### config.mk
export PLATFORM = sky130hd
export DESIGN_NAME = spi_rx_fifo
export DESIGN_NICKNAME = d
export VERILOG_FILES = /design/src/rtl/spi_rx_fifo.sv
export SDC_FILE = /design/constraint.sdc
export NUM_CORES = 1
export LEC_CHECK = 0
export ABC_CLOCK_PERIOD_IN_PS = 2800
export BUFFER_PORTS_ARGS = -buffer_cell sky130_fd_sc_hd__buf_2
export CAP_MARGIN = 15
export CORE_MARGIN = 5
export CORE_UTILIZATION = 58
export DETAILED_ROUTE_END_ITERATION = 10
export GPL_ROUTABILITY_DRIVEN = 0
export PLACE_DENSITY = 0.82
export SLEW_MARGIN = 30
export SYNTH_ARGS = -nofsm -noshare
export SYNTH_HDL_FRONTEND = slang
export SYNTH_SLANG_ARGS = --single-unit
### constraint.sdc
create_clock -name clk -period 2.8 [get_ports clk]
set_clock_uncertainty 0.15 [all_clocks]
set_input_delay 0.14 -clock clk [delete_from_list [all_inputs] [get_ports clk]]
set_output_delay 0.14 -clock clk [all_outputs]
set_load 0.05 [all_outputs]
### src/rtl/spi_rx_fifo.sv
// SPI peripheral receiver: oversampled sck/sdi/cs, word assembly, and a valid/ready read FIFO.
// Optional transmit path (sdo, tx_data, tx_load) is enabled by defining SPI_RX_TX_EN.
module spi_rx_fifo #(
  parameter int WIDTH     = 8,
  parameter int DEPTH     = 4,
  parameter int CPOL      = 0,
  parameter int CPHA      = 0,
  parameter int MSB_FIRST = 1
) (
  input  logic                     clk,
  input  logic                     rst_n,
  input  logic                     sck,
  input  logic                     sdi,
  input  logic                     cs,
  output logic [WIDTH-1:0]         rd_data,
  output logic                     rd_valid,
  input  logic                     rd_ready,
  output logic                     frame_start,
  output logic                     frame_done,
  output logic                     frame_err,
  output logic                     overflow,
  input  logic                     ovf_clr,
  output logic [$clog2(DEPTH):0]   fifo_count
`ifdef SPI_RX_TX_EN
  ,
  input  logic [WIDTH-1:0]         tx_data,
  input  logic                     tx_load,
  output logic                     sdo
`endif
);

  localparam int   AW          = $clog2(DEPTH);
  localparam int   CNTW        = AW + 1;
  localparam int   CW          = $clog2(WIDTH);
  localparam logic SCK_IDLE    = (CPOL != 0);
  localparam bit   SAMPLE_RISE = (CPOL == CPHA);

  // Read handshake: a word moves when rd_valid && rd_ready at a rising clk edge;
  // rd_valid never depends on rd_ready and rd_data holds while rd_valid && !rd_ready.

  typedef enum logic {IDLE, ACTIVE} state_e;

  logic sck_s1_q, sck_s2_q, sck_h_q;
  logic sdi_s1_q, sdi_s2_q;
  logic cs_s1_q, cs_s2_q, cs_h_q;

  state_e            state_q, state_d;
  logic [CW-1:0]     bit_cnt_q, bit_cnt_d;
  logic [WIDTH-1:0]  shift_q, shift_d;
  logic              frame_start_q, frame_start_d;
  logic              frame_done_q, frame_done_d;
  logic              frame_err_q, frame_err_d;
  logic              overflow_q, overflow_d;
  logic [WIDTH-1:0]  mem_q [DEPTH];
  logic [WIDTH-1:0]  mem_d [DEPTH];
  logic [AW-1:0]     wr_ptr_q, wr_ptr_d;
  logic [AW-1:0]     rd_ptr_q, rd_ptr_d;
  logic [CNTW-1:0]   count_q, count_d;

  logic sck_rise, sck_fall, sample_edge, cs_rise, cs_fall;
  logic push, do_push, drop, pop, full;
  logic [WIDTH-1:0] word_next;

  assign sck_rise    = sck_s2_q & ~sck_h_q;
  assign sck_fall    = ~sck_s2_q & sck_h_q;
  assign sample_edge = SAMPLE_RISE ? sck_rise : sck_fall;
  assign cs_rise     = cs_s2_q & ~cs_h_q;
  assign cs_fall     = ~cs_s2_q & cs_h_q;

  always_comb begin
    if (MSB_FIRST != 0) word_next = {shift_q[WIDTH-2:0], sdi_s2_q};
    else                word_next = {sdi_s2_q, shift_q[WIDTH-1:1]};
  end

  // Frame FSM; a cs fall wins over a coincident sample edge.
  always_comb begin
    state_d       = state_q;
    bit_cnt_d     = bit_cnt_q;
    shift_d       = shift_q;
    frame_start_d = 1'b0;
    frame_done_d  = 1'b0;
    frame_err_d   = 1'b0;
    push          = 1'b0;
    case (state_q)
      IDLE: begin
        if (cs_rise) begin
          state_d       = ACTIVE;
          frame_start_d = 1'b1;
          bit_cnt_d     = '0;
          shift_d       = '0;
        end
      end
      ACTIVE: begin
        if (cs_fall) begin
          state_d      = IDLE;
          frame_done_d = 1'b1;
          frame_err_d  = (bit_cnt_q != '0);
          bit_cnt_d    = '0;
        end else if (sample_edge) begin
          shift_d = word_next;
          if (bit_cnt_q == CW'(WIDTH - 1)) begin
            bit_cnt_d = '0;
            push      = 1'b1;
          end else begin
            bit_cnt_d = bit_cnt_q + CW'(1);
          end
        end
      end
      default: state_d = IDLE;
    endcase
  end

  // FIFO: a pop in the same cycle frees the slot for a push into a full FIFO.
  assign full    = (count_q == CNTW'(DEPTH));
  assign pop     = (count_q != '0) && rd_ready;
  assign do_push = push && (!full || pop);
  assign drop    = push && full && !pop;

  always_comb begin
    mem_d    = mem_q;
    wr_ptr_d = wr_ptr_q;
    rd_ptr_d = rd_ptr_q;
    count_d  = count_q;
    if (do_push) begin
      mem_d[wr_ptr_q] = word_next;
      wr_ptr_d        = wr_ptr_q + AW'(1);
    end
    if (pop) rd_ptr_d = rd_ptr_q + AW'(1);
    if (do_push && !pop)      count_d = count_q + CNTW'(1);
    else if (!do_push && pop) count_d = count_q - CNTW'(1);
    overflow_d = drop | (overflow_q & ~ovf_clr);
  end

  always_ff @(posedge clk or negedge rst_n) begin
    if (!rst_n) begin
      sck_s1_q      <= SCK_IDLE;
      sck_s2_q      <= SCK_IDLE;
      sck_h_q       <= SCK_IDLE;
      sdi_s1_q      <= 1'b0;
      sdi_s2_q      <= 1'b0;
      cs_s1_q       <= 1'b0;
      cs_s2_q       <= 1'b0;
      cs_h_q        <= 1'b0;
      state_q       <= IDLE;
      bit_cnt_q     <= '0;
      shift_q       <= '0;
      frame_start_q <= 1'b0;
      frame_done_q  <= 1'b0;
      frame_err_q   <= 1'b0;
      overflow_q    <= 1'b0;
      wr_ptr_q      <= '0;
      rd_ptr_q      <= '0;
      count_q       <= '0;
      for (int i = 0; i < DEPTH; i++) mem_q[i] <= '0;
    end else begin
      sck_s1_q      <= sck;
      sck_s2_q      <= sck_s1_q;
      sck_h_q       <= sck_s2_q;
      sdi_s1_q      <= sdi;
      sdi_s2_q      <= sdi_s1_q;
      cs_s1_q       <= cs;
      cs_s2_q       <= cs_s1_q;
      cs_h_q        <= cs_s2_q;
      state_q       <= state_d;
      bit_cnt_q     <= bit_cnt_d;
      shift_q       <= shift_d;
      frame_start_q <= frame_start_d;
      frame_done_q  <= frame_done_d;
      frame_err_q   <= frame_err_d;
      overflow_q    <= overflow_d;
      wr_ptr_q      <= wr_ptr_d;
      rd_ptr_q      <= rd_ptr_d;
      count_q       <= count_d;
      mem_q         <= mem_d;
    end
  end

  assign rd_data     = mem_q[rd_ptr_q];
  assign rd_valid    = (count_q != '0);
  assign fifo_count  = count_q;
  assign frame_start = frame_start_q;
  assign frame_done  = frame_done_q;
  assign frame_err   = frame_err_q;
  assign overflow    = overflow_q;

`ifdef SPI_RX_TX_EN
  logic [WIDTH-1:0] tx_hold_q, tx_hold_d;
  logic [WIDTH-1:0] tx_sh_q, tx_sh_d;
  logic             launch_edge;

  assign launch_edge = SAMPLE_RISE ? sck_fall : sck_rise;

  // A launch edge at bit 0 starts a fresh word, otherwise it advances one bit.
  always_comb begin
    tx_hold_d = tx_load ? tx_data : tx_hold_q;
    tx_sh_d   = tx_sh_q;
    if (state_q == IDLE) begin
      if (cs_rise) tx_sh_d = tx_hold_d;
    end else if (!cs_fall && launch_edge) begin
      if (bit_cnt_q == '0)     tx_sh_d = tx_hold_d;
      else if (MSB_FIRST != 0) tx_sh_d = {tx_sh_q[WIDTH-2:0], 1'b0};
      else                     tx_sh_d = {1'b0, tx_sh_q[WIDTH-1:1]};
    end
  end

  always_ff @(posedge clk or negedge rst_n) begin
    if (!rst_n) begin
      tx_hold_q <= '0;
      tx_sh_q   <= '0;
    end else begin
      tx_hold_q <= tx_hold_d;
      tx_sh_q   <= tx_sh_d;
    end
  end

  assign sdo = (state_q == ACTIVE) &&
               ((MSB_FIRST != 0) ? tx_sh_q[WIDTH-1] : tx_sh_q[0]);
`endif

endmodule

==> metrics.cfg, run 1 <==
[global_route]
groute.usage.overall = 0.176
grt_max_degree = 63
antenna_found_initial = 0
gr-total-overflow = 0
grt_pass1_vias = 1693
grt_pass1_wl_um = 8450

[worst_setup_path]
cp-end-kind = register
setup.worst_path.class = reg -> reg
cp_slowest_cell = dfrtp_1
critPathMaxFanout = 10
path_cells = nand3b_2 > nor4b_4 > ha_1 > inv_1 > fa_1 > xor2_1 > nor2_1 > xor2_1
startpoint_type = register
cp.required_ns = 2.90
crit_arrival_ns = 2.54
crit_path_max_incr_delay_ns = 0.50
crit_top_cell = xor2_1

[drt]
drtPass1Iterations = 4
drc = 0
detail_route.wl_per_cell_um = 16.9
routed_wl_um = 4810
ant_nets = 0
dr.first_iter.drc_count = 121
post_drt_via_cell_ratio = 5.69
vias = 1615

[clock_network]
clk_pin_slew_worst_paths_ns = 0.06
cts_buffer_depth = 2
clk_latency_ns = 0.33
post-cts-setup-buffers = 0
cts.sinks = 62
htreeDepth = 3
cts_buffers = 9
cts_tree = done
root_buffer = clkbuf_8

[sta]
tns_ns = 0
max_freq_mhz = 411
rsz0062_at_grt = no
final.min_clock_period_ns = 2.44
relSlewSlack = 0.492
hold_viol = 0
max_slew.worst_pin.slew_ns = 0.762
post-route-period-util = 0.870
drv_slew = 0
report.final.setup_viol = 0

[power_and_ir_drop]
power_density_nw_per_um2 = 721
p_leak_nw = 1.52
vdd_drop_max_mv = 0.620

[die]
dieArea_sq_um = 6090
core-area_sq_um = 4410
die_w_um = 78.1
io_pins = 23
rows = 24
die_height_um = 78.1
initial_utilization = 0.609

[yosys]
netlist.top_cell.by_area = dfrtp_1
synth_compound_area_frac = 0.0661
synth.most_common_cell = dfrtp_1
synthSimpleGateAreaFrac = 0.0647
synth_top_family_by_area = multiplexers
synth_cells = 188
synth-async-reset-ratio = 1.00
synth_edf_count = 0
ys_seq_area_frac = 0.578
synth_commonest_cells = dfrtp_1, mux2_2, o21ai_0
synthesis.nets = 204
synth_area_leaders = dfrtp_1, mux2_2, mux4_2
syn_avg_cell_area_sq_um = 14.3
synth_flop_cell = dfrtp_1
muxShareOfSynthArea = 0.205
yosys_warnings = 0
ys_types = 36
synth_xor_area_frac = 0.0196
synth_seq_cells = 62
synthAdderAreaFrac = 0.0484
synth_area_sq_um = 2690
synth_top_area_share = 0.578

[job]
maxCapViolCount = 0

[finish]
nNetsFinal = 243
drive_above_1_share = 0.358
area_growth_pct = 15.6
antennaDiodeCount = 0
final_util = 0.704
fill_cells = 301

[placed_design]
port_buffers = 22
dpl.hpwl_um = 3020

[outcome]
outcome = completed

[min_path]
min_path_type = reg -> reg

metal layers:
layer / vias to the layer above / wire (um) / GRT usage
li1: 758 / - / -
met1: 817 / 2320 / 0.244
met2: 32 / 2190 / 0.263
met3: 8 / 221 / 0.0458
met4: 0 / 78 / 0.0811
met5: - / 0 / 0
power breakdown:
group | switching, mW | total [mW] | internal, mW | leakage [nW]
clock | 0.310 | 0.706 | 0.396 | 0.0910
sequential | 0.160 | 1.13 | 0.974 | 0.812
combinational | 0.229 | 0.400 | 0.171 | 0.620
total | 0.699 | 2.24 | 1.54 | 1.52
cells in the final DEF (no fill, tap or decap), types with 2 or more instances in the layout:
cell / synthesis / routed
dfrtp_1: 62 / 62
mux2_2: 32 / 32
buf_2: 0 / 22
clkbuf_8: 0 / 12
o21ai_0: 11 / 11
mux4_2: 8 / 8
a21oi_1: 8 / 8
ha_1: 8 / 8
inv_1: 7 / 7
o22ai_1: 7 / 7
dlygate4sd3_1: 0 / 6
nor2_1: 5 / 5
nand2_1: 4 / 4
nand2_2: 4 / 4
xnor2_1: 4 / 4
clkbuf_1: 1 / 4
nand2b_1: 3 / 3
buf_4: 0 / 3
nor2b_1: 2 / 2
xor2_1: 2 / 2
repair_timing:
action                                 CTS  global route
hold buffers                             6             0
gates resized for setup                  0             0
endpoints found under the hold margin   68             0
layout make-up:
cell class              instances  area, sq um  share of cell area
well taps                      52         65.1              0.0210
clock buffers                  16          180              0.0580
multi-input cells             115         1090               0.350
flip-flops and latches         62         1550               0.500
repair buffers                 31          193              0.0620
inverters                       8         30.0             0.00967
through the flow:
step                hold WS, ns  power, mW  area [sq um]  std cells  worst slack (ns)
floorplan                -0.306       1.42          2690        188            0.0807
global placement         0.0980       1.53          2870        262             0.482
detailed placement       0.0997       1.54          2870        262             0.403
CTS                       0.199       2.26          3110        284             0.359
global route              0.213       2.35          3110        284             0.191
finish                    0.197       2.24          3110        284             0.364
critical path, delay by kind of cell (launching register included):
kind | cells | cell delay, ns
buffers and inverters | 1 | 0.06
xor gates and xnor gates | 2 | 0.32
and+or+nand+nor | 3 | 0.72
adders and majority gates | 2 | 0.62
DFF | 1 | 0.50
registers in the layout (all words and copies together), names as in the netlist, 2 cells and up:
register	count
rd_ptr_q	2
mem_q	32
wr_ptr_q	2
bit_cnt_q	3
fifo_count	3
shift_q	7
final timing paths:
check / start / to / slack (ns) / cells after the start
setup / recovery: state_q / fifo_count[2] / 0.36 / 8
hold / removal: cs_s1_q / cs_s2_q / 0.20 / 0
setup reg to reg: state_q / fifo_count[2] / 0.36 / 8
hold reg to reg: cs_s1_q / cs_s2_q / 0.20 / 0
max in group asynchronous: rst_n / cs_s2_q / 1.65 / 3
min in group asynchronous: rst_n / mem_q[31] / 0.35 / 3
cell families after synthesis:
kind of cell | after synthesis
flip-flops | 62
multiplexers | 41
AO/OA/AOI/OAI | 31
AND/OR/NAND/NOR | 27
buffers and inverters | 11
adder cells (fa/ha/maj) | 10
XOR/XNOR | 6
Note: power is estimated with default switching activity, not from simulation.
==> run 2: changes to the inputs <==
--- a/config.mk
+++ b/config.mk
@@ -10,6 +10,8 @@
 export CAP_MARGIN = 15
 export CORE_MARGIN = 5
 export CORE_UTILIZATION = 58
+export CTS_BUF_LIST = sky130_fd_sc_hd__clkbuf_8 sky130_fd_sc_hd__clkbuf_16
+export CTS_CLUSTER_DIAMETER = 50
 export DETAILED_ROUTE_END_ITERATION = 10
 export GPL_ROUTABILITY_DRIVEN = 0
 export PLACE_DENSITY = 0.82
==> metrics.cfg, run 2 (synthesized netlist as in run 1, its figures left out) <==
[worst_setup_path]
critPathLaunch = state_q
path_cells = nand3b_2 > nor4b_4 > ha_1 > inv_1 > fa_1 > xor2_1 > nor2_1 > xor2_1
startpoint_type = register
setup.worst_path.class = reg -> reg
cp-end-kind = register
crit_path_max_incr_delay_ns = 0.49
timing.rr.start = state_q
cp_num_buf_inv = 1
cp.required_ns = 2.90
critPathMaxFanout = 10
crit_arrival_ns = 2.55
cp_slowest_cell = dfrtp_1
crit_family = simple AND/OR/NAND/NOR gates
crit_top_cell = xor2_1

[global_route]
grt_pass1_wl_um = 8450
globalRouteMet3Util = 0.0458
groute.usage.overall = 0.176
grt_pass1_vias = 1693
antenna_found_initial = 0
use_met2 = 0.263
met1_usage = 0.244
top_usage_layer = met2
grt_max_degree = 63
gr-total-overflow = 0

[die]
core-area_sq_um = 4410
die_height_um = 78.1
rows = 24
dieArea_sq_um = 6090
io_pins = 23
initial_utilization = 0.609
die_w_um = 78.1

[min_path]
min_path_type = reg -> reg
hp-start = cs_s1_q

[power_and_ir_drop]
p_leak_nw = 1.54
power_density_nw_per_um2 = 716
vdd_drop_max_mv = 0.620

[sta]
report.final.setup_viol = 0
max_slew.worst_pin.slew_ns = 0.763
hold_viol = 0
max_freq_mhz = 409
drv_slew = 0
worst_slack_ns = 0.355
relSlewSlack = 0.491
tns_ns = 0
post-route-period-util = 0.873
final.min_clock_period_ns = 2.44
rsz0062_at_grt = no

[finish]
layout_common_cells = dfrtp_1, mux2_2, buf_2, clkbuf_8
drive_above_1_share = 0.358
top_regs = mem_q x32, shift_q x7
antennaDiodeCount = 0
largest_reg_flops = 32
area_growth_pct = 15.6
mostFrequentLayoutCell = dfrtp_1
nNetsFinal = 243
regMostFlops = mem_q
final_util = 0.704
fill_cells = 301

[drt]
vias = 1619
ant_nets = 0
detail_route.wl_per_cell_um = 17.0
drtPass1Iterations = 4
routed_wl_um = 4820
post_drt_via_cell_ratio = 5.70
drc = 0
dr.first_iter.drc_count = 122

[clock_network]
htreeDepth = 3
clk_pin_slew_worst_paths_ns = 0.06
ctsHoldBuffers = 6
cts.sinks = 62
cts_tree = done
cts-resized-gates = 0
post-cts-setup-buffers = 0
root_buffer = clkbuf_8
cts_buffer_depth = 2
cts_buffers = 9
clk_latency_ns = 0.33

[outcome]
outcome = completed

[placed_design]
port_buffers = 22
dpl.hpwl_um = 3020
place_ws_ns = 0.403

[job]
maxCapViolCount = 0

[run 2: final timing paths]
check / slack (ns) / to / cells past startpoint
worst max register to register: 0.36 / fifo_count[2] / 8
worst min register to register: 0.20 / cs_s2_q / 0
worst max-delay path: 0.36 / fifo_count[2] / 8
min in group asynchronous: 0.36 / mem_q[14] / 3
max in group asynchronous: 1.65 / cs_s2_q / 3
worst min-delay path: 0.20 / cs_s2_q / 0
[run 2: cell type report]
cell class	count	area [sq um]	area share
tap	52	65.1	0.0210
inverter	8	30.0	0.00967
timing repair buffer	31	193	0.0620
multi-input combinational	115	1090	0.350
clock buffer	12	165	0.0532
clock inverter	4	15.0	0.00483
sequential	62	1550	0.500
[run 2: stage by stage]
step                total power [mW]  instance area [sq um]  instances  hold slack, ns
finish                          2.22                   3110        284           0.197
global route                    2.34                   3110        284           0.213
CTS                             2.24                   3110        284           0.199
detailed placement              1.54                   2870        262          0.0997
global placement                1.53                   2870        262          0.0980
floorplan                       1.42                   2690        188          -0.306
[run 2: routing by layer]
metal / vias to the layer above / routed length (um) / share of wire
li1: 759 / - / -
met1: 817 / 2340 / 0.49
met2: 33 / 2170 / 0.45
met3: 10 / 219 / 0.045
met4: 0 / 85 / 0.018
met5: - / 0 / 0
[run 2: worst reg2reg max path, delay by kind of cell, from the launching register on]
kind | cells | cell delay, ns
buffers and inverters | 1 | 0.07
flip-flops | 1 | 0.49
XOR/XNOR | 2 | 0.32
adder cells (fa/ha/maj) | 2 | 0.62
AND/OR/NAND/NOR | 3 | 0.74
[run 2: power breakdown]
part	switching, mW	internal (mW)
Combinational	0.229	0.171
Clock	0.310	0.381
Sequential	0.159	0.974
Total	0.698	1.53
